==> src/rtl/hazard_bubble_stage_pkg.sv <==
// hazard_bubble_stage_pkg: shared pipeline definitions for the ID/EX control bundle and bubble stage
// Contents: default bundle width, NOP bundle, control field bit positions, bubble-stage state encoding.
package hazard_bubble_stage_pkg;

    localparam int CTRL_W_DEF = 10;

    // ADDI x0,x0,0 (0x00000013) writes x0, so no architectural side effect: every enable cleared.
    localparam logic [CTRL_W_DEF-1:0] NOP_CTRL_DEF = '0;

    localparam int REG_WRITE_BIT  = 9;
    localparam int BRANCH_EN_BIT  = 8;
    localparam int MEM_WRITE_BIT  = 7;
    localparam int MEM_READ_BIT   = 6;
    localparam int MEM_TO_REG_LSB = 4;
    localparam int ALU_OP_LSB     = 2;
    localparam int ALU_SRC_LSB    = 0;

    typedef enum logic {
        RUN   = 1'b0,
        STALL = 1'b1
    } state_t;

endpackage

==> src/rtl/hazard_bubble_stage_sat_counter.sv <==
// sat_counter: saturating up-counter with increment enable and asynchronous reset
// Ports: clk, rst (async, active-high), en (increment), cnt (current count, holds at all-ones).
module sat_counter #(
    parameter int W = 16
) (
    input  logic         clk,
    input  logic         rst,
    input  logic         en,
    output logic [W-1:0] cnt
);

    always_ff @(posedge clk or posedge rst) begin
        if (rst)
            cnt <= '0;
        else if (en && !(&cnt))
            cnt <= cnt + W'(1);
    end

endmodule

==> src/rtl/hazard_bubble_stage.sv <==
// hazard_bubble_stage: ID/EX control register with NOP-bubble injection for stalls and flushes
// Ports: clk, rst (async, active-high); ip_ctrl, ip_stall_req, ip_stall_cycles, ip_flush in;
//        op_ctrl_ex, op_ex_bubble (registered), op_pc_write_en, op_ifid_write_en,
//        op_stall_active (combinational), op_bubble_cnt (saturating bubble count).
module hazard_bubble_stage
    import hazard_bubble_stage_pkg::*;
#(
    parameter int                CTRL_W      = CTRL_W_DEF,
    parameter logic [CTRL_W-1:0] NOP_CTRL    = CTRL_W'(NOP_CTRL_DEF),
    parameter int                STALL_CNT_W = 2,
    parameter int                PERF_W      = 16
) (
    input  logic                   clk,
    input  logic                   rst,
    input  logic [CTRL_W-1:0]      ip_ctrl,
    input  logic                   ip_stall_req,
    input  logic [STALL_CNT_W-1:0] ip_stall_cycles,
    input  logic                   ip_flush,
    output logic [CTRL_W-1:0]      op_ctrl_ex,
    output logic                   op_ex_bubble,
    output logic                   op_pc_write_en,
    output logic                   op_ifid_write_en,
    output logic                   op_stall_active,
    output logic [PERF_W-1:0]      op_bubble_cnt
);

    localparam logic [STALL_CNT_W-1:0] ONE = STALL_CNT_W'(1);

    state_t                 state, state_n;
    logic [STALL_CNT_W-1:0] remain, remain_n, n_req;
    logic                   hold, inject;

    // The first hold cycle is spent in RUN, so STALL only covers the remaining N-1 cycles.
    always_comb begin
        n_req    = (ip_stall_cycles == '0) ? ONE : ip_stall_cycles;
        hold     = (state == STALL) | (ip_stall_req & ~ip_flush);
        inject   = (state == STALL) | ip_stall_req | ip_flush;
        state_n  = RUN;
        remain_n = '0;
        if (state == STALL) begin
            if (!ip_flush && remain > ONE) begin
                state_n  = STALL;
                remain_n = remain - ONE;
            end
        end else if (ip_stall_req && !ip_flush && n_req > ONE) begin
            state_n  = STALL;
            remain_n = n_req - ONE;
        end
    end

    assign op_stall_active  = hold;
    assign op_pc_write_en   = ~hold;
    assign op_ifid_write_en = ~hold;

    always_ff @(posedge clk or posedge rst) begin
        if (rst) begin
            state        <= RUN;
            remain       <= '0;
            op_ctrl_ex   <= NOP_CTRL;
            op_ex_bubble <= 1'b1;
        end else begin
            state        <= state_n;
            remain       <= remain_n;
            op_ctrl_ex   <= inject ? NOP_CTRL : ip_ctrl;
            op_ex_bubble <= inject;
        end
    end

    sat_counter #(.W(PERF_W)) u_bubble_cnt (
        .clk (clk),
        .rst (rst),
        .en  (inject),
        .cnt (op_bubble_cnt)
    );

endmodule

==> config.mk <==
export PLATFORM = sky130hd
export DESIGN_NAME = hazard_bubble_stage
export DESIGN_NICKNAME = d
export VERILOG_FILES = /design/src/rtl/hazard_bubble_stage_pkg.sv /design/src/rtl/hazard_bubble_stage_sat_counter.sv /design/src/rtl/hazard_bubble_stage.sv
export SDC_FILE = /design/constraint.sdc
export NUM_CORES = 1
export LEC_CHECK = 0
export ABC_AREA = 1
export ABC_CLOCK_PERIOD_IN_PS = 1900
export BUFFER_PORTS_ARGS = -buffer_cell sky130_fd_sc_hd__buf_4
export CAP_MARGIN = 20
export CORE_ASPECT_RATIO = 1.25
export CORE_MARGIN = 4
export CORE_UTILIZATION = 35
export DETAILED_ROUTE_END_ITERATION = 7
export HOLD_SLACK_MARGIN = 0.15
export PLACE_DENSITY_LB_ADDON = 0.25
export SLEW_MARGIN = 20
export SYNTH_ARGS = -nofsm -noshare
export SYNTH_HDL_FRONTEND = slang
export SYNTH_SLANG_ARGS = --single-unit
==> constraint.sdc <==
create_clock -name clk -period 1.9 [get_ports clk]
set_input_delay 0.285 -clock clk [delete_from_list [all_inputs] [get_ports clk]]
set_output_delay 0.285 -clock clk [all_outputs]
set_load 0.01 [all_outputs]
Word-level counts from Yosys, hierarchy flattened
Index checks and enable logic that the tools add are counted.
- bits in registers: 30
- input bits: 16
- add/sub/neg operators: 3
- order comparisons: 2
- muxes and demuxes: 8
- bitwise operators: 6
- reduce and logical (&&, ||, !) cells: 8
- operator list (operator ; number):
    $add A16 B1 Y16 const B ; 1
    $reduce_and A16 Y1 ; 1
    $mux W10 ; 1
    $mux W2 ; 4
    $gt A2 B1 Y1 const B ; 2
    $logic_and A1 B1 Y1 ; 4
    $sub A2 B1 Y2 const B ; 2
    $mux W1 ; 3
    $or A1 B1 Y1 ; 3
    $logic_not A1 Y1 ; 2
    $logic_not A2 Y1 ; 1
    $not A1 Y1 ; 2
    $and A1 B1 Y1 ; 1

Longest topological paths before layout
- word-level depth: 6
- gate-level depth with buffers: 10
- depth with buffers taken out: 9

Modules after synthesis
From an unflattened synthesis, not the netlist that was laid out.
- cells, all modules: 224
- area total of the unflattened synthesis: 1646.6 um^2
- modules (own cells, without submodules) (module ; times used ; cells each ; area an instance (um^2) ; sequential area each (um^2)):
    sat_counter ; 1 ; 163 ; 1063.5 ; 400.4
    hazard_bubble_stage ; 1 ; 61 ; 583.1 ; 351.6

Worst setup path after synthesis
No wires, ideal clock.
- kind: flip-flop to flip-flop
- start point: register u_bubble_cnt.cnt[0]
- end point: register u_bubble_cnt.cnt[3]
- arrival: 1315 ps
- data required time: 1777 ps
- slack: 462 ps
- stages on the path, launching flop included: 10
- path buffers: 1
- period minus slack after synthesis: 1438 ps
- cells stage by stage: dfrtp_1 -> ha_1 -> nand2_1 -> nor2_1 -> nand2_1 -> inv_1 -> nand2_4 -> buf_6 -> nand3b_1 -> nand2_1
- word-level cells in the longest chain between the ends: 3
- elaborated cells between the ends (all ways): 4
- those cells by class: 1 x add/sub; 3 x reduce/logical
- ends and longest elaborated chain (what ; line ; source):
    start: declaration ; hazard_bubble_stage_sat_counter.sv:9 ; output logic [W-1:0] cnt
    start signal: assignment ; hazard_bubble_stage_sat_counter.sv:16 ; cnt <= cnt + W'(1);
    parallel branches: the longest is 3 deep, another holds $add A16 B1 Y16 ; -- ;
Parallel ways; which one is timed is not known.
A chain may end at the register's enable or synchronous reset.

Worst setup path in the final report
- start point: register u_bubble_cnt.cnt[0]
- end point: register u_bubble_cnt.cnt[14]
The elaborated chain is that of the path after synthesis.

==> impl_metrics.ini <==
[status]
outcome = finished, final reports clean

[power_and_ir_drop]
max-vdd-ir-drop_mv = 0.5129
p_sw_mw = 0.5141
finalPower_mw = 1.794
power.internal_mw = 1.280
switching_share = 0.2866
seqPwrFrac = 0.443
p_leak_nw = 1.119
p_per_area_nw_per_um2 = 894.4
clkPwrFrac = 0.350
power_frac_comb = 0.207

[floorplanning]
die_w_um = 66.44
dieArea_um2 = 5384
die_height_um = 81.05
rows = 26
initial_core_util = 0.3645
core_area_um2 = 4099
io_pins = 46

[cells_and_area]
area_growth_syn_to_layout_pct = 34.25
final_cell_mix = 55 x nand2_1, 46 x buf_4, 34 x inv_1, 29 x nor2_1, 29 x dfrtp_1
drive_gt1_frac = 0.2571
nNetsFinal = 262
fillers = 439
layout_commonest_cell = nand2_1
n_antenna_cell = 0

[worst_hold_path]
worstHoldStart = ip_stall_cycles[0]
hold_path.class = in -> reg
whs_endpoint = remain[0]
hold_path_depth = 2

[logic_synthesis]
ys_seq_area_frac = 0.5034
synth.area.top_cells = dfrtp_1 49%, nand2_1 14%, inv_1 8.5%, nor2_1 7.3%, nand4_1 3.8%
synth_top_area_cell = dfrtp_1
synth-main-ff-cell = dfrtp_1
ys_async_sr_fraction = 1.000
synth_edf_count = 0
synthDistinctLibCells = 22
synth-seq-cells = 30
syn_inst = 193
yosysTopAreaCellShare = 0.4858
synth_fp_nets = 211
synth_warnings = 0
netlist_area_um2 = 1494
avgSynthCellArea_um2 = 7.741

[placement]
numPortBuffers = 45
gp_congestion = 0.7761
dp_hpwl_mm = 2.513
pre_cts_ws_ps = 339.8

[detailed_routing]
drc = 0
met3WireLength_um = 312
routed_wl_mm = 3.299
top_layer = met4
vias = 1338
drtPass1Iterations = 4
ant_nets = 0
met1_length_mm = 1.322
routed_via_density = 4.445
dr.first_iter.drc_count = 57
wl_met2_mm = 1.638
wl_per_cell_um = 10.96

[timing]
skew_ps = 2.392
finalCritPeriodShare = 0.8165
whs_ps = 197.0
min_period_ps = 1551
slew_headroom = 0.7487
fmax_ghz = 0.6446
maxSlewViolCount = 0
setup_slack_ps = 348.7
hold_violations = 0
finalSetupViolations = 0
rsz0062_at_grt = no
worst_pin_slew_ps = 376.9
fin_tns_setup_ps = 0

[cts]
cts_made_buffers = 5
cts_sinks = 30
ctsResizeCount = 0
cts_tree = done
clk_pin_slew_worst_paths_ps = 60
clockBufferDepth = 2
clk_latency_ps = 280
htree_levels = 2
root_buffer = clkbuf_8

[grt]
gr-total-overflow = 0
grt_max_degree = 31
grt_pass1_vias = 1326
antenna_found_initial = 0
grt_pass1_wl_mm = 5.727
grt_use_total = 0.1376

[worst_setup_path]
worst_ep_arrival_time_ps = 1720
critPathLaunchType = register
r2r_end = u_bubble_cnt.cnt[14]
crit_path_end_kind = register
crit_type = reg -> reg
worst-r2r-setup-slack_ps = 350
reg2regPathDepth = 8
path_max_fanout = 6
worstReg2RegStart = u_bubble_cnt.cnt[0]
worstPathRequired_ps = 2070

[run]
drv_cap = 0
[layout make-up]
| class | count | area (µm²) | area share |
|---|---|---|---|
| multi-input cells | 125 | 586.8 | 0.2926 |
| clock inverters | 3 | 40.04 | 0.01996 |
| flip-flops and latches | 30 | 752.0 | 0.3749 |
| repair buffers | 47 | 355.3 | 0.1772 |
| well taps | 56 | 70.07 | 0.03493 |
| inverters | 35 | 132.6 | 0.06613 |
| clock buffers | 5 | 68.82 | 0.03431 |
[cell usage after synthesis, drive strengths merged (2+ instances only)]
master and count:
nand2 60, inv 34, nand3b 4, ha 2, o21ai 4, nand3 9, nor2 31, xnor2 2
buf 2, o22ai 2, nand4 9, dfrtp 29
[through the flow]
stage / cells / util / cell area (µm²)
4_1_cts: 301 / 0.4893 / 2006
3_3_place_gp: 292 / 0.4603 / 1887
6_report: 301 / 0.4893 / 2006
2_1_floorplan: 193 / - / 1494
5_1_grt: 301 / 0.4893 / 2006
3_5_place_dp: 292 / 0.4603 / 1887
[worst max path at each step]
stage / start / end / slack (ps) / depth (start not counted)
5_1_grt: u_bubble_cnt.cnt[0] / u_bubble_cnt.cnt[14] / 180 / 8
2_1_floorplan: u_bubble_cnt.cnt[0] / u_bubble_cnt.cnt[3] / 460 / 9
6_report: u_bubble_cnt.cnt[0] / u_bubble_cnt.cnt[14] / 350 / 8
3_5_place_dp: u_bubble_cnt.cnt[0] / u_bubble_cnt.cnt[14] / 340 / 8
3_3_place_gp: u_bubble_cnt.cnt[0] / u_bubble_cnt.cnt[14] / 380 / 8
4_1_cts: u_bubble_cnt.cnt[0] / u_bubble_cnt.cnt[14] / 330 / 8
[power by group through the flow]
stage / combinational (mW) / clock, mW / sequential [mW]
after floorplan: 0.163 / 0 / 0.822
after global placement: 0.378 / 0 / 0.806
after detailed placement: 0.380 / 0 / 0.807
after CTS: 0.384 / 0.648 / 0.795
after global routing: 0.424 / 0.677 / 0.809
final: 0.372 / 0.628 / 0.794
[worst max-delay path: stages (launching register included)]
cell and delay [ps]:
dfrtp_1 420, ha_1 210, nand2_1 60, nor2_1 150, nand2_1 120, nor2_1 260
nand3_1 120, nand2_1 70, nand2_1 40
[cells by family after synthesis]
family	count (synthesis)	synth area share
simple gates	114	0.3392
xor+xnor	2	0.01173
buf+inv	38	0.1038
fa+ha+maj	2	0.01675
flops	30	0.5034
compound gates	7	0.02512
[sequential cells by signal, summed over array words and instances, names as in the netlist]
signal / flops
op_ctrl_ex: 10
op_ex_bubble: 1
remain: 2
state: 1
u_bubble_cnt.cnt: 16
[per-layer routing]
metal | vias to the layer above | global-route usage
met5 | - | 0
met4 | 0 | 0.03659
met3 | 4 | 0.05809
met2 | 45 | 0.2413
met1 | 599 | 0.1514
li1 | 690 | -
[timing repair]
| action | in CTS | in global routing |
|---|---|---|
| buffers inserted | 0 | 0 |
| endpoints found under the setup margin | 0 | 0 |
| hold endpoints to repair | 29 | 0 |
| hold buffers | 1 | 0 |
No activity file was read; power rests on OpenSTA's default activity.
